===== src/rtl/fetch_unit_pkg.sv =====
// Shared types for the instruction fetch stage.
package fetch_unit_pkg;

    typedef logic [31:0] cpu_word;
    typedef logic [31:0] cpu_addr;

    localparam int unsigned INSTR_BYTES = 4;

    typedef enum logic [1:0] {
        FETCH_RUN,
        FETCH_HALT_DRAIN,
        FETCH_HALTED
    } fetch_state;

    // One instruction queue entry: byte PC plus the fetched word.
    typedef struct packed {
        cpu_addr pc;
        cpu_word word;
    } fetch_entry;

endpackage


===== src/rtl/fetch_queue.sv =====
// Synchronous FIFO with synchronous clear. DEPTH must be a power of 2.
// A push at full is accepted when a pop happens in the same cycle.
module fetch_queue #(
    parameter int WIDTH = 64,
    parameter int DEPTH = 2
) (
    input  logic                    clk,
    input  logic                    rst_n,
    input  logic                    clr,
    input  logic                    push,
    input  logic                    pop,
    input  logic [WIDTH-1:0]        wdata,
    output logic [WIDTH-1:0]        rdata,
    output logic [$clog2(DEPTH):0]  count,
    output logic                    full,
    output logic                    empty
);
    localparam int AW = $clog2(DEPTH);

    logic [WIDTH-1:0] mem_q [DEPTH];
    logic [AW-1:0]    rd_q, rd_d, wr_q, wr_d;
    logic [AW:0]      cnt_q, cnt_d;
    logic             do_push, do_pop;

    // Pointer/count next state; clear wins over any push or pop.
    always_comb begin
        empty   = (cnt_q == '0);
        full    = (cnt_q == (AW+1)'(DEPTH));
        do_pop  = pop && !empty;
        do_push = push && (!full || do_pop);
        rd_d    = rd_q;
        wr_d    = wr_q;
        cnt_d   = cnt_q;
        if (clr) begin
            rd_d  = '0;
            wr_d  = '0;
            cnt_d = '0;
        end else begin
            if (do_pop)  rd_d = rd_q + AW'(1);
            if (do_push) wr_d = wr_q + AW'(1);
            cnt_d = cnt_q + (AW+1)'(do_push) - (AW+1)'(do_pop);
        end
    end

    // Pointer and count registers.
    always_ff @(posedge clk) begin
        if (!rst_n) begin
            rd_q  <= '0;
            wr_q  <= '0;
            cnt_q <= '0;
        end else begin
            rd_q  <= rd_d;
            wr_q  <= wr_d;
            cnt_q <= cnt_d;
        end
    end

    // Storage needs no reset: entries are only read while count says valid.
    always_ff @(posedge clk) begin
        if (do_push && !clr) mem_q[wr_q] <= wdata;
    end

    assign rdata = mem_q[rd_q];
    assign count = cnt_q;

endmodule


===== src/rtl/fetch_unit.sv =====
// Instruction fetch stage: owns the PC, issues word reads, queues returned
// words for the decoder, and handles redirect/halt by flushing the queue and
// dropping in-flight responses. Optional perf counters: FETCH_PERF_CNT_EN.
module fetch_unit
    import fetch_unit_pkg::*;
#(
    parameter logic [31:0] RESET_PC = 32'h0000_0000,
    parameter int          DEPTH    = 2
) (
    input  logic        clk,
    input  logic        rst_n,
    output logic        memReqValid,
    input  logic        memReqReady,
    output logic [31:0] memReqAddr,
    input  logic        memRspValid,
    input  logic [31:0] memRspData,
    output logic        instValid,
    input  logic        instReady,
    output logic [31:0] instWord,
    output logic [31:0] instPc,
    input  logic        redirectEn,
    input  logic [31:0] redirectPc,
    input  logic        haltReq,
    output logic        halted
`ifdef FETCH_PERF_CNT_EN
    ,
    output logic [31:0] perfFetched,
    output logic [31:0] perfDropped,
    output logic [31:0] perfStall
`endif
);
    localparam int CW = $clog2(DEPTH) + 1;

    fetch_state    state_q, state_d;
    cpu_addr       pc_q, pc_d;
    logic [CW-1:0] drop_q, drop_d;
    logic [CW-1:0] qCount, outCnt;
    logic [CW:0]   occ;
    logic          qEmpty, qFull, sEmpty, sFull;
    logic          run, accept, rspDrop, push, pop, flush;
    fetch_entry    qIn, qOut;
    cpu_addr       rspPc;
    logic          unused_bits;

    assign unused_bits = ^{qFull, sEmpty, redirectPc[1:0]};

    // Handshakes, credit, PC/drop/state next state.
    always_comb begin
        run     = (state_q == FETCH_RUN);
        // Slots already claimed: queued words plus live (non-dropped) requests.
        occ     = {1'b0, qCount} + {1'b0, outCnt} - {1'b0, drop_q};
        // The shadow FIFO bounds outstanding requests even while drops are pending.
        memReqValid = rst_n && run && (occ < (CW+1)'(DEPTH)) && !sFull;
        memReqAddr  = pc_q;
        accept  = memReqValid && memReqReady;
        rspDrop = memRspValid && (drop_q != '0);
        push    = memRspValid && (drop_q == '0);
        pop     = instValid && instReady;
        flush   = run && (haltReq || redirectEn);

        pc_d = pc_q;
        if (accept) pc_d = pc_q + cpu_addr'(INSTR_BYTES);
        if (run && !haltReq && redirectEn) pc_d = {redirectPc[31:2], 2'b00};

        drop_d = drop_q - CW'(rspDrop);
        if (flush) drop_d = outCnt + CW'(accept) - CW'(memRspValid);

        state_d = state_q;
        case (state_q)
            FETCH_RUN:        if (haltReq) state_d = FETCH_HALT_DRAIN;
            FETCH_HALT_DRAIN: if (outCnt == CW'(memRspValid)) state_d = FETCH_HALTED;
            default:          ;
        endcase
    end

    // State, PC and drop counter registers.
    always_ff @(posedge clk) begin
        if (!rst_n) begin
            state_q <= FETCH_RUN;
            pc_q    <= RESET_PC;
            drop_q  <= '0;
        end else begin
            state_q <= state_d;
            pc_q    <= pc_d;
            drop_q  <= drop_d;
        end
    end

    // PC shadow: addresses of outstanding requests, popped by every response.
    fetch_queue #(.WIDTH(32), .DEPTH(DEPTH)) u_shadow (
        .clk(clk), .rst_n(rst_n), .clr(1'b0),
        .push(accept), .pop(memRspValid),
        .wdata(pc_q), .rdata(rspPc),
        .count(outCnt), .full(sFull), .empty(sEmpty)
    );

    assign qIn = '{pc: rspPc, word: memRspData};

    // Instruction queue feeding the decoder.
    fetch_queue #(.WIDTH($bits(fetch_entry)), .DEPTH(DEPTH)) u_iq (
        .clk(clk), .rst_n(rst_n), .clr(flush),
        .push(push), .pop(pop),
        .wdata(qIn), .rdata(qOut),
        .count(qCount), .full(qFull), .empty(qEmpty)
    );

    assign instValid = !qEmpty;
    assign instWord  = qOut.word;
    assign instPc    = qOut.pc;
    assign halted    = (state_q == FETCH_HALTED);

`ifdef FETCH_PERF_CNT_EN
    logic [31:0] fetched_q, dropped_q, stall_q;

    // Free-running event counters; a word pushed during a flush is also discarded.
    always_ff @(posedge clk) begin
        if (!rst_n) begin
            fetched_q <= '0;
            dropped_q <= '0;
            stall_q   <= '0;
        end else begin
            fetched_q <= fetched_q + 32'(accept);
            dropped_q <= dropped_q + 32'(rspDrop || (push && flush));
            stall_q   <= stall_q + 32'(instValid && !instReady);
        end
    end

    assign perfFetched = fetched_q;
    assign perfDropped = dropped_q;
    assign perfStall   = stall_q;
`endif

endmodule

===== config.mk =====
export PLATFORM = sky130hd
export DESIGN_NAME = fetch_unit
export DESIGN_NICKNAME = d
export VERILOG_FILES = /design/src/rtl/fetch_unit_pkg.sv /design/src/rtl/fetch_queue.sv /design/src/rtl/fetch_unit.sv
export SDC_FILE = /design/constraint.sdc
export NUM_CORES = 1
export LEC_CHECK = 0
export BUFFER_PORTS_ARGS = -buffer_cell sky130_fd_sc_hd__buf_4
export CORE_MARGIN = 2
export CORE_UTILIZATION = 40
export CTS_CLUSTER_SIZE = 14
export DETAILED_ROUTE_END_ITERATION = 16
export PLACE_DENSITY = 0.7
export SLEW_MARGIN = 5
export SYNTH_ARGS = -nofsm -noshare
export SYNTH_HDL_FRONTEND = slang
export SYNTH_SLANG_ARGS = --single-unit

===== constraint.sdc =====
create_clock -name clk -period 6.11 [get_ports clk]
set_input_delay 1.222 -clock clk [delete_from_list [all_inputs] [get_ports clk]]
set_output_delay 1.222 -clock clk [all_outputs]
set_load 0.05 [all_outputs]

==> metrics <==
Placeable Area 22400 µm²; final setup violation count 0; vias per cell a little over 5; max_slew headroom a little under two fifths; final worst slack approximately 2100 ps; Post-DP HPWL between 10000 and 15000 µm; via count about 5400; VDD IR-drop max approximately 0.00019 V; CTS root buf clkbuf_16; outcome finished, final reports clean; RSZ-0062 raised after global routing false; Sink Count about 230; Ys Warns 0; min Tclk post-route roughly 4000 ps; Routed WL ~20000 µm; Die Span Y between 150 and 200 µm; CTS Buffer Depth 3; Max Slew Vio Count 0; xor/xnor cell area share of the yosys netlist around 2.8%; Synth Instances about 600; vias in the first global route about 5200; row count 55; Initial Utilization 40.4%; Met2 Routed Length between 9000 and 10000 µm; Fmax 0.251 GHz; H-tree Lvls 1; Compound-Gate Fraction of Synth Area between 4 and 5%; Slew @ Worst Pin approximately 930 ps; Die W 155 µm; Final period util 65.2%; Adder-Cell Fraction of Synth Area between 1.5 and 2%; met1 WL about 8400 µm; Syn Area/Cell 15.4 µm²; Top Metal Used met4; multiplexer area fraction after synthesis 11.4%; Final #Nets 841; CP Launch Type flop; commonest non-fill, non-tap cell in the layout edfxtp_1; share of cells above drive strength 1 around 40%; Synth Cell Area approximately 9100 µm²; GP Congestion just under 0.8; GR Overflow Total 0; post-synthesis simple-gate area fraction 6.87%; drt first-iter violations around 320; port bufs between 150 and 200; clk_skew 13.7 ps; Critical Path End Type output pin; Setup WS pre-CTS between 2000 and 2500 ps; max cap viols 0; DR WL met3 about 1500 µm; Inserted Clock Buffers 24; DRT Pass-1 Iters 5; Hold Path Class reg -> reg; synthesized flop and latch total 228; Worst EP required between 4000 and 5000 ps; Core Util, Final roughly half; Hold Vio Cnt, Final 0; Area growth syn-to-layout 25.9%; wire per inst about 18 µm; global-route usage over all layers 15.7%; commonest cells after routing, fill and taps aside edfxtp_1 (184), buf_4 (171), mux2_2 (92); cts repair resizes 0; hold_buf cts 0; main combinational cell family by area after synthesis multiplexers; ANT cells 0; first-pass GRT wire length a little under 30000 µm; IO Pins 170; Die Area roughly 24000 µm²; clk_lat worst skew approximately 500 ps; TritonCTS clock tree built; initial antenna violation count 0; Synth cell types 42; worst setup path category reg -> out; largest net degree at the start of global routing 63; Post-CTS Setup Bufs 0; DRC 0; clock slew at reported path FFs 60 ps; pwr dens between 400 and 500 nW/µm²; Final ANT Viol Nets 0; Leak a little over 4 nW; fillcell total ~1900; register area share after synthesis a little over two thirds; CP max FO 4; Worst EP arrival approximately 2800 ps; Fin Setup TNS 0 ps
[flip-flops by register name, indices dropped and copies added, names as in the netlist, 2 cells and up, named ones only]
name / count
memReqAddr: 30
drop_q: 2
u_iq.count: 2
u_iq.mem_q: 124
u_shadow.mem_q: 60
u_shadow.count: 2
state_q: 2
[critical path: stages (launching register included)]
cell and delay (ps):
dfxtp_1 380, inv_1 80, fa_1 530, inv_1 50
fa_1 570, nand4bb_4 120, nor3_1 260, buf_4 260
[cell families after synthesis]
logic type,after synthesis
adders and majority gates,11
other,1
xor gates and xnor gates,29
and+or+nand+nor,111
muxes,92
buffers and inverters,46
AOI/OAI and AO/OA,70
DFF,228
[area by class of cell]
cell class | count | area, µm² | area share [%]
flip-flops and latches | 228 | 6410 | 56.1
multi-input cells | 317 | 2490 | 21.8
repair buffers | 171 | 1280 | 11.2
clock buffers | 29 | 641 | 5.61
well taps | 285 | 357 | 3.12
clock inverters | 15 | 179 | 1.57
inverters | 17 | 63.8 | 0.559
[final timing paths]
path              from             end  slack (ps)  cells past startpoint
max          drop_q[1]     memReqValid        2130                      7
min reg2reg  u_iq.rd_q       u_iq.rd_q         510                      2
max reg2reg  drop_q[1]  memReqAddr[24]        2350                     10
min          u_iq.rd_q       u_iq.rd_q         510                      2
[stage by stage]
stage / cell area (µm²) / hold slack (ps) / power (mW) / cells
5_1_grt: 11400 / 541 / 4.96 / 1062
3_5_place_dp: 10600 / 505 / 3.31 / 1018
4_1_cts: 11400 / 521 / 4.81 / 1062
6_report: 11400 / 514 / 4.76 / 1062
2_1_floorplan: 9080 / 481 / 2.95 / 591
3_3_place_gp: 10600 / 493 / 3.29 / 1018
[synth_stat cells (all sizes together)]
cell	n	area, µm²
and3	3	18.8
a31oi	10	62.6
a311oi	1	8.76
a211oi	7	52.6
nand4	8	50.1
nor4	8	50.1
and4	4	35.0
or3	5	31.3
ha	9	113
nand3	11	55.1
mux2	92	1040
nand2	19	71.3
nor2	22	82.6
conb	1	3.75
and2b	1	7.51
dfxtp	44	881
nor3	8	40.0
nor2b	3	18.8
o31ai	5	37.5
inv	17	63.8
or2	1	6.26
xnor2	22	193
xor2	7	61.3
nand4bb	1	27.5
o21a	1	7.51
nor3b	1	7.51
edfxtp	184	5530
nand2b	1	6.26
clkbuf	23	86.3
fa	2	40.0
o21ai	32	160
a21oi	14	70.1
or4b	1	10.0
nand3b	1	7.51
buf	6	46.3
or4	8	63.8
and2	4	25.0
nor4b	1	8.76
[metal layers]
metal / global-route usage [%] / vias up
li1: - / 2571
met4: 3.26 / 0
met1: 20.6 / 2606
met5: 0 / -
met3: 3.61 / 20
met2: 27.0 / 181
[report_power, final]
part	leakage, nW	internal [mW]	switching [mW]
logic	1.64	0.429	0.781
clock network	0.394	0.915	0.574
registers	2.04	1.94	0.113
total	4.07	3.29	1.47
Power figures use the tool's default switching activity.
